--- config.mk ---
export PLATFORM = sky130hd
export DESIGN_NAME = pipe_stage_reg_flat
export DESIGN_NICKNAME = d
export VERILOG_FILES = /design/src/rtl/pipe_stage_reg_if.sv /design/src/rtl/pipe_stage_reg.sv /design/src/flat_wrapper.sv
export SDC_FILE = /design/constraint.sdc
export NUM_CORES = 1
export LEC_CHECK = 0
export ABC_AREA = 1
export BUFFER_PORTS_ARGS = -buffer_cell sky130_fd_sc_hd__buf_2
export CORE_MARGIN = 1.5
export CORE_UTILIZATION = 55
export CTS_CLUSTER_DIAMETER = 60
export CTS_CLUSTER_SIZE = 16
export DETAILED_ROUTE_END_ITERATION = 16
export PLACE_DENSITY = 0.82
export SYNTH_ARGS = -nofsm -noshare
export SYNTH_HDL_FRONTEND = slang
export SYNTH_SLANG_ARGS = --single-unit
export TNS_END_PERCENT = 20
--- constraint.sdc ---
create_clock -name i_clk -period 4.3 [get_ports i_clk]
set_input_delay 0.645 -clock i_clk [delete_from_list [all_inputs] [get_ports i_clk]]
set_output_delay 0.645 -clock i_clk [all_outputs]
set_load 0.03 [all_outputs]
--- src/rtl/pipe_stage_reg_if.sv ---
// rtl/pipe_stage_reg_if.sv - valid/ready handshake bundle for pipe_stage_reg
interface pipe_stage_reg_if #(
  parameter int WIDTH = 32
);
  logic             in_valid;
  logic             in_ready;
  logic [WIDTH-1:0] in_data;
  logic             out_valid;
  logic             out_ready;
  logic [WIDTH-1:0] out_data;

  // master is the surrounding pipeline (upstream producer and downstream consumer)
  modport master (
    output in_valid, in_data, out_ready,
    input  in_ready, out_valid, out_data
  );

  modport slave (
    input  in_valid, in_data, out_ready,
    output in_ready, out_valid, out_data
  );
endinterface

--- src/rtl/pipe_stage_reg.sv ---
// rtl/pipe_stage_reg.sv - pipeline register with valid/ready, flush, optional skid entry
module pipe_stage_reg #(
  parameter int               WIDTH       = 32,
  parameter logic [WIDTH-1:0] RESET_VALUE = '0,
  parameter int               SKID        = 1,
  parameter int               CNT_WIDTH   = 16
) (
  input  logic                 i_clk,
  input  logic                 i_rst,
  input  logic                 i_flush,
  pipe_stage_reg_if.slave      bus,
  output logic [1:0]           o_occupancy,
  output logic [CNT_WIDTH-1:0] o_stall_cycles
);

  typedef enum logic [1:0] {
    ST_EMPTY = 2'd0,
    ST_HALF  = 2'd1,
    ST_FULL  = 2'd2
  } state_t;

  state_t                r_state;
  state_t                w_state_nxt;
  logic [WIDTH-1:0]      r_main;
  logic [WIDTH-1:0]      r_skid;
  logic [WIDTH-1:0]      w_main_nxt;
  logic [WIDTH-1:0]      w_skid_nxt;
  logic                  r_in_ready;
  logic [CNT_WIDTH-1:0]  r_stall;
  logic                  w_out_valid;
  logic                  w_in_ready;
  logic                  w_accept;
  logic                  w_consume;

  assign w_out_valid = (r_state != ST_EMPTY);
  // With a skid entry in_ready comes straight from a flop; without it, it looks through out_ready
  assign w_in_ready  = (SKID != 0) ? r_in_ready : (!w_out_valid || bus.out_ready);
  assign w_accept    = bus.in_valid && w_in_ready;
  assign w_consume   = w_out_valid && bus.out_ready;

  always_comb begin
    w_state_nxt = r_state;
    w_main_nxt  = r_main;
    w_skid_nxt  = r_skid;
    if (i_flush) begin
      w_state_nxt = ST_EMPTY;
      w_main_nxt  = RESET_VALUE;
      w_skid_nxt  = RESET_VALUE;
    end else begin
      case (r_state)
        ST_EMPTY: begin
          if (w_accept) begin
            w_state_nxt = ST_HALF;
            w_main_nxt  = bus.in_data;
          end
        end
        ST_HALF: begin
          if (w_accept && w_consume) begin
            w_main_nxt = bus.in_data;
          end else if (w_accept) begin
            w_state_nxt = ST_FULL;
            w_skid_nxt  = bus.in_data;
          end else if (w_consume) begin
            w_state_nxt = ST_EMPTY;
            w_main_nxt  = RESET_VALUE;
          end
        end
        ST_FULL: begin
          if (w_consume) begin
            w_state_nxt = ST_HALF;
            w_main_nxt  = r_skid;
            w_skid_nxt  = RESET_VALUE;
          end
        end
        default: begin
          w_state_nxt = ST_EMPTY;
          w_main_nxt  = RESET_VALUE;
          w_skid_nxt  = RESET_VALUE;
        end
      endcase
    end
  end

  always_ff @(posedge i_clk) begin
    if (i_rst) begin
      r_state    <= ST_EMPTY;
      r_main     <= RESET_VALUE;
      r_skid     <= RESET_VALUE;
      r_in_ready <= 1'b1;
    end else begin
      r_state    <= w_state_nxt;
      r_main     <= w_main_nxt;
      r_skid     <= w_skid_nxt;
      r_in_ready <= (w_state_nxt != ST_FULL);
    end
  end

  always_ff @(posedge i_clk) begin
    if (i_rst) begin
      r_stall <= '0;
    end else if (w_out_valid && !bus.out_ready && (r_stall != {CNT_WIDTH{1'b1}})) begin
      r_stall <= r_stall + {{(CNT_WIDTH-1){1'b0}}, 1'b1};
    end
  end

  always_comb begin
    o_occupancy = 2'd0;
    case (r_state)
      ST_HALF: o_occupancy = 2'd1;
      ST_FULL: o_occupancy = 2'd2;
      default: o_occupancy = 2'd0;
    endcase
  end

  assign bus.in_ready    = w_in_ready;
  assign bus.out_valid   = w_out_valid;
  assign bus.out_data    = w_out_valid ? r_main : RESET_VALUE;
  assign o_stall_cycles  = r_stall;

endmodule

--- src/flat_wrapper.sv ---
// flat-port wrapper written by rule: the top's interface ports become plain ports
module pipe_stage_reg_flat 
#(
  parameter int               WIDTH       = 32,
  parameter logic [WIDTH-1:0] RESET_VALUE = '0,
  parameter int               SKID        = 1,
  parameter int               CNT_WIDTH   = 16
)
  (i_clk, i_rst, i_flush, o_occupancy, o_stall_cycles, bus_in_valid, bus_in_data, bus_out_ready, bus_in_ready, bus_out_valid, bus_out_data);
  pipe_stage_reg_if #(.WIDTH(WIDTH)) bus_i ();
  input  logic i_clk;
  input  logic i_rst;
  input  logic i_flush;
  output logic [1:0] o_occupancy;
  output logic [CNT_WIDTH-1:0] o_stall_cycles;
  input wire logic [$bits(bus_i.in_valid)-1:0] bus_in_valid;
  input wire logic [$bits(bus_i.in_data)-1:0] bus_in_data;
  input wire logic [$bits(bus_i.out_ready)-1:0] bus_out_ready;
  output wire logic [$bits(bus_i.in_ready)-1:0] bus_in_ready;
  output wire logic [$bits(bus_i.out_valid)-1:0] bus_out_valid;
  output wire logic [$bits(bus_i.out_data)-1:0] bus_out_data;
  assign bus_i.in_valid = bus_in_valid;
  assign bus_i.in_data = bus_in_data;
  assign bus_i.out_ready = bus_out_ready;
  assign bus_in_ready = bus_i.in_ready;
  assign bus_out_valid = bus_i.out_valid;
  assign bus_out_data = bus_i.out_data;
  pipe_stage_reg #(.WIDTH(WIDTH), .RESET_VALUE(RESET_VALUE), .SKID(SKID), .CNT_WIDTH(CNT_WIDTH)) u_core (.i_clk(i_clk), .i_rst(i_rst), .i_flush(i_flush), .bus(bus_i), .o_occupancy(o_occupancy), .o_stall_cycles(o_stall_cycles));
endmodule
==> Word level (Yosys, flattened, before mapping) <==
Cells that the tools add are included.
{ "totals": {"mem_bits_ro": 0, "latch_bits": 0, "memories": 0, "output_inout_bits": 52, "input_bits": 37, "wordCells": 45, "regBits": 83, "ramBits": 0} }
{ "op_classes": {"add_sub_neg": 1, "shifts": 0, "div": 0, "bitwise": 1, "multipliers": 0, "n_reduce_logical": 11, "order_cmp": 0, "eq_ne": 10, "mux": 17} }
{ "ops": {"columns": ["cell", "count"], "rows": [
  ["$mux W32", 7],
  ["$pmux W32 S3", 2],
  ["$add A16 B1 Y16 const B", 1],
  ["$ne A16 B16 Y1 const B", 1],
  ["$mux W2", 6],
  ["$reduce_and A4 Y1", 2],
  ["$ne A2 B1 Y1 const B", 3],
  ["$pmux W2 S3", 1],
  ["$logic_and A1 B1 Y1", 5],
  ["$ne A2 B2 Y1 const B", 2],
  ["$pmux W2 S2", 1],
  ["$ne A3 B1 Y1 const B", 1],
  ["$ne A3 B3 Y1 const B", 1],
  ["$eq A2 B1 Y1 const B", 1],
  ["$eq A2 B2 Y1 const B", 1],
  ["$logic_not A2 Y1", 1],
  ["$reduce_bool A2 Y1", 1],
  ["$reduce_or A2 Y1", 1],
  ["$logic_not A1 Y1", 1],
  ["$not A1 Y1", 1]
]} }

==> Depth between registers and ports, before layout <==
{ "depth": {"depth_word": 8, "ltp_mapped": 10, "mapped_depth_nobuf": 10} }

==> Worst setup path after synthesis <==
Ideal clock, no wire load.
{ "synth_timing": {"path_type": "reg2out", "startpoint": "register u_core.r_state[0]", "endpoint": "output port bus_out_data[10]", "setup_slack_ns": 2.394, "n_path_buf": 2, "arrival_time_ns": 1.261, "stages_incl_launch_ff": 5, "path_cell_list": "dfxtp_1 nor2_2 buf_2 buf_1 nor2_1"} }
{ "synth_between": {"elab_chain_len": 2} }
{ "synth_lines": {"columns": ["element", "line_no", "text"], "rows": [
  ["start, declared", "pipe_stage_reg.sv:22", "state_t r_state;"],
  ["start signal, assigned", "pipe_stage_reg.sv:91", "r_state <= w_state_nxt;"],
  ["$reduce_bool A2 Y1", "pipe_stage_reg.sv:35", "assign w_out_valid = (r_state != ST_EMPTY);"],
  ["$mux W32", "pipe_stage_reg.sv:117", "assign bus.out_data = w_out_valid ? r_main : RESET_VALUE;"],
  ["end, declared", "flat_wrapper.sv:21", "output wire logic [$bits(bus_i.out_data)-1:0] bus_out_data;"]
]} }
No other way between the ends.

==> Worst setup path in the final report <==
{ "layout_timing": {"startpoint": "register u_core.r_state[1]", "endpoint": "output port o_occupancy[0]"} }
{ "layout_between": {"elab_chain_len": 2, "elab_cells_between_ends": 3, "cone_classes": "eq/ne: 2; mux: 1"} }
{ "layout_lines": {"columns": ["element", "line_no", "text"], "rows": [
  ["$eq A2 B2 Y1 or $eq A2 B1 Y1 (tied branches)", "pipe_stage_reg.sv:108", "case (r_state)"],
  ["$pmux W2 S2 (*)", "pipe_stage_reg.sv:108", null],
  ["end, declared", "flat_wrapper.sv:14", "output logic [1:0] o_occupancy;"]
]} }
Every way passes the cells marked *; elsewhere a longest branch is shown, timed or not.

==> run_results.csv <==
group,metric,value,unit
route,drc,0,
sta,slew_headroom,0.283,
sta,fmax,330,MHz
sta,min_period,3030,ps
clock_tree,cts.sinks,83,
sta,finalSetupViolCount,0,
yosys,ys_seq_area_frac,0.394,
route,vias_per_cell,5.24,
setup_path,arrival,2390,ps
floorplanning,die_y,90.6,um
yosys,avgSynthCellArea,6.60,sq um
global_routing,overflow,0,
clock_tree,post-cts-setup-buffers,0,
setup_path,crit_path_end_kind,"primary output",
setup_path,path_class,"flip-flop to primary output",
yosys,netlist_instances,639,
final_layout,fin_nets,745,
hold_path,hp-class,"flip-flop to flip-flop",
global_routing,grt_pass1_vias,3994,
sta,worst_pin_slew,1070,ps
yosys,synth-compound-area-share,0.178,
global_routing,grt_pass1_wl,17700,um
sta,fin_skew,11.9,ps
floorplanning,dieWidth,90.6,um
route,avgRoutedWirePerCell,12.8,um
sta,finalHoldViolCount,0,
setup_path,critPathRequiredTime,3650,ps
yosys,synth-adder-area-share,0.00297,
final_layout,drive_gt1_frac,0.187,
clock_tree,cts-hold-fix-buffers,0,
pwr,p_leak,0.00210,uW
flow_run,maxCapViolCount,0,
clock_tree,cts_buffers,9,
clock_tree,insertion_delay,360,ps
setup_path,startpoint_type,"flip-flop",
yosys,synth-xor-area-share,0.0104,
final_layout,area_delta_synth_final,15.7,%
yosys,syn-num-nets,677,
pwr,p_per_area,344,nW/um^2
yosys,asyncSetResetFlopFracSynth,0,
route,ant_nets,0,
route,wl,10400,um
floorplanning,ios,89,
clock_tree,htreeDepth,3,
global_routing,grt_usage,0.260,
yosys,yosys_warnings,0,
clock_tree,cts_root_buffer,"clkbuf_8",
route,first_pass_iters,5,
placement,port_buffers,88,
global_routing,grt_max_degree,42,
route,drt_iter0_markers,302,
sta,slew_violations,0,
clock_tree,clkTransAtPathRegs,80,ps
yosys,yosys_register_bits,83,
route,vias,4248,
pwr,irDropWorstVdd,225,uV
final_layout,num_antenna_cells,0,
floorplanning,row_count,31,
placement,globalplace.congestion,0.838,
floorplanning,die-area,8200,sq um
yosys,synth_edf_count,0,
global_routing,antenna_found_initial,0,
yosys,synthFlopType,"dfxtp_1",
setup_path,crit_fanout,21,
placement,dp_hpwl,7020,um
sta,grt_setup_unrepaired,"false",
yosys,synth_area,4220,sq um
floorplanning,core,7330,sq um
clock_tree,cts_tree,"done",
sta,fin_tns_setup,0,ps
floorplanning,start_util,0.575,
sta,fin_crit_sh,0.706,
yosys,ys_types,31,
yosys,synth_top_family_by_area,"simple AND/OR/NAND/NOR gates",
clock_tree,clock_path_buffers,2,
yosys,yosys.area_share.simple,0.284,
clock_tree,post_cts_resized,0,
yosys,muxShareOfSynthArea,0,
final_layout,utilization,0.665,
outcome,status,"finished, final reports clean",
==> worst paths after layout <==
check	from	to	slack, ps	cells past startpoint
setup / recovery	u_core.r_state[1]	o_occupancy[0]	1270	4
hold / removal	u_core.r_skid[4]	u_core.r_skid[4]	460	2
setup reg to reg	u_core.r_state[0]	u_core.r_main[26]	1790	8
hold reg to reg	u_core.r_skid[4]	u_core.r_skid[4]	460	2
==> worst max-delay path, stage by stage, from the launching register on <==
cell	delay, ps
dfxtp_1	380
inv_2	280
nand2_1	530
inv_1	560
buf_2	290
==> placed cells by master (no fill, tap or decap), types with 4 or more instances in the layout <==
master,count
a21oi_1,56
buf_2,88
bufinv_16,4
clkbuf_8,10
dfxtp_1,83
inv_1,87
inv_2,9
nand2_1,126
nand3_1,42
nand4_1,4
nor2_1,95
nor2_2,5
nor2_4,4
o21ai_0,23
o21ai_1,24
o22ai_1,13
o31ai_1,9
==> per-stage QoR <==
step	total power [uW]	hold WS [ps]	setup WS, ps	instances	instance area (sq um)
after floorplan	916	430	2390	639	4220
after global placement	955	440	1720	795	4620
after detailed placement	959	445	1650	795	4620
after CTS	1680	457	1310	810	4880
after global routing	1730	482	1130	810	4880
final	1680	457	1270	810	4880
==> cells by family after synthesis <==
group	after synthesis
and+or+nand+nor	284
adders and majority gates	1
xor gates and xnor gates	5
buffers and inverters	130
DFF	83
AOI/OAI and AO/OA	136
==> report_power, final <==
| part | total (uW) | leakage (uW) | switching [uW] | internal, uW |
|---|---|---|---|---|
| clock | 733 | 0.000132 | 277 | 456 |
| combinational | 152 | 0.00129 | 106 | 45.6 |
| sequential | 791 | 0.000672 | 8.27 | 783 |
| total | 1680 | 0.00210 | 391 | 1290 |
==> cell usage after synthesis, types with 4 or more instances <==
library cell,instances,area (sq um)
inv_1,87,327
buf_4,5,37.5
o21ai_1,24,120
inv_2,9,33.8
clkbuf_1,9,33.8
nor2_2,4,25.0
nand4_1,4,25.0
buf_6,4,45.0
o22ai_1,13,81.3
nand3_1,42,210
nor2_4,4,45.0
dfxtp_1,83,1660
o21ai_0,23,115
o31ai_1,9,67.6
nand2_1,126,473
nor2_1,96,360
buf_2,12,60.1
buf_1,4,15.0
a21oi_1,56,280
==> registers in the layout, summed over array words and instances (netlist names) <==
register / count
u_core.r_skid: 32
u_core.bus.in_ready: 1
u_core.r_main: 32
u_core.r_state: 2
u_core.o_stall_cycles: 16
==> per-layer routing <==
layer / GRT usage / up-vias / wire length, um
met5: 0 / - / 0
met4: 0.107 / 0 / 173
met3: 0.0438 / 16 / 639
met2: 0.437 / 144 / 4930
met1: 0.329 / 1933 / 4670
li1: - / 2155 / -
==> final cells by class <==
cell class | count | area, sq um
fillers | 619 | 2450
clock buffers | 10 | 138
clock inverters | 5 | 125
repair buffers | 91 | 463
inverters | 96 | 360
multi-input cells | 426 | 2010
well taps | 99 | 124
flip-flops and latches | 83 | 1660
Note: power is estimated with default switching activity, not from simulation.
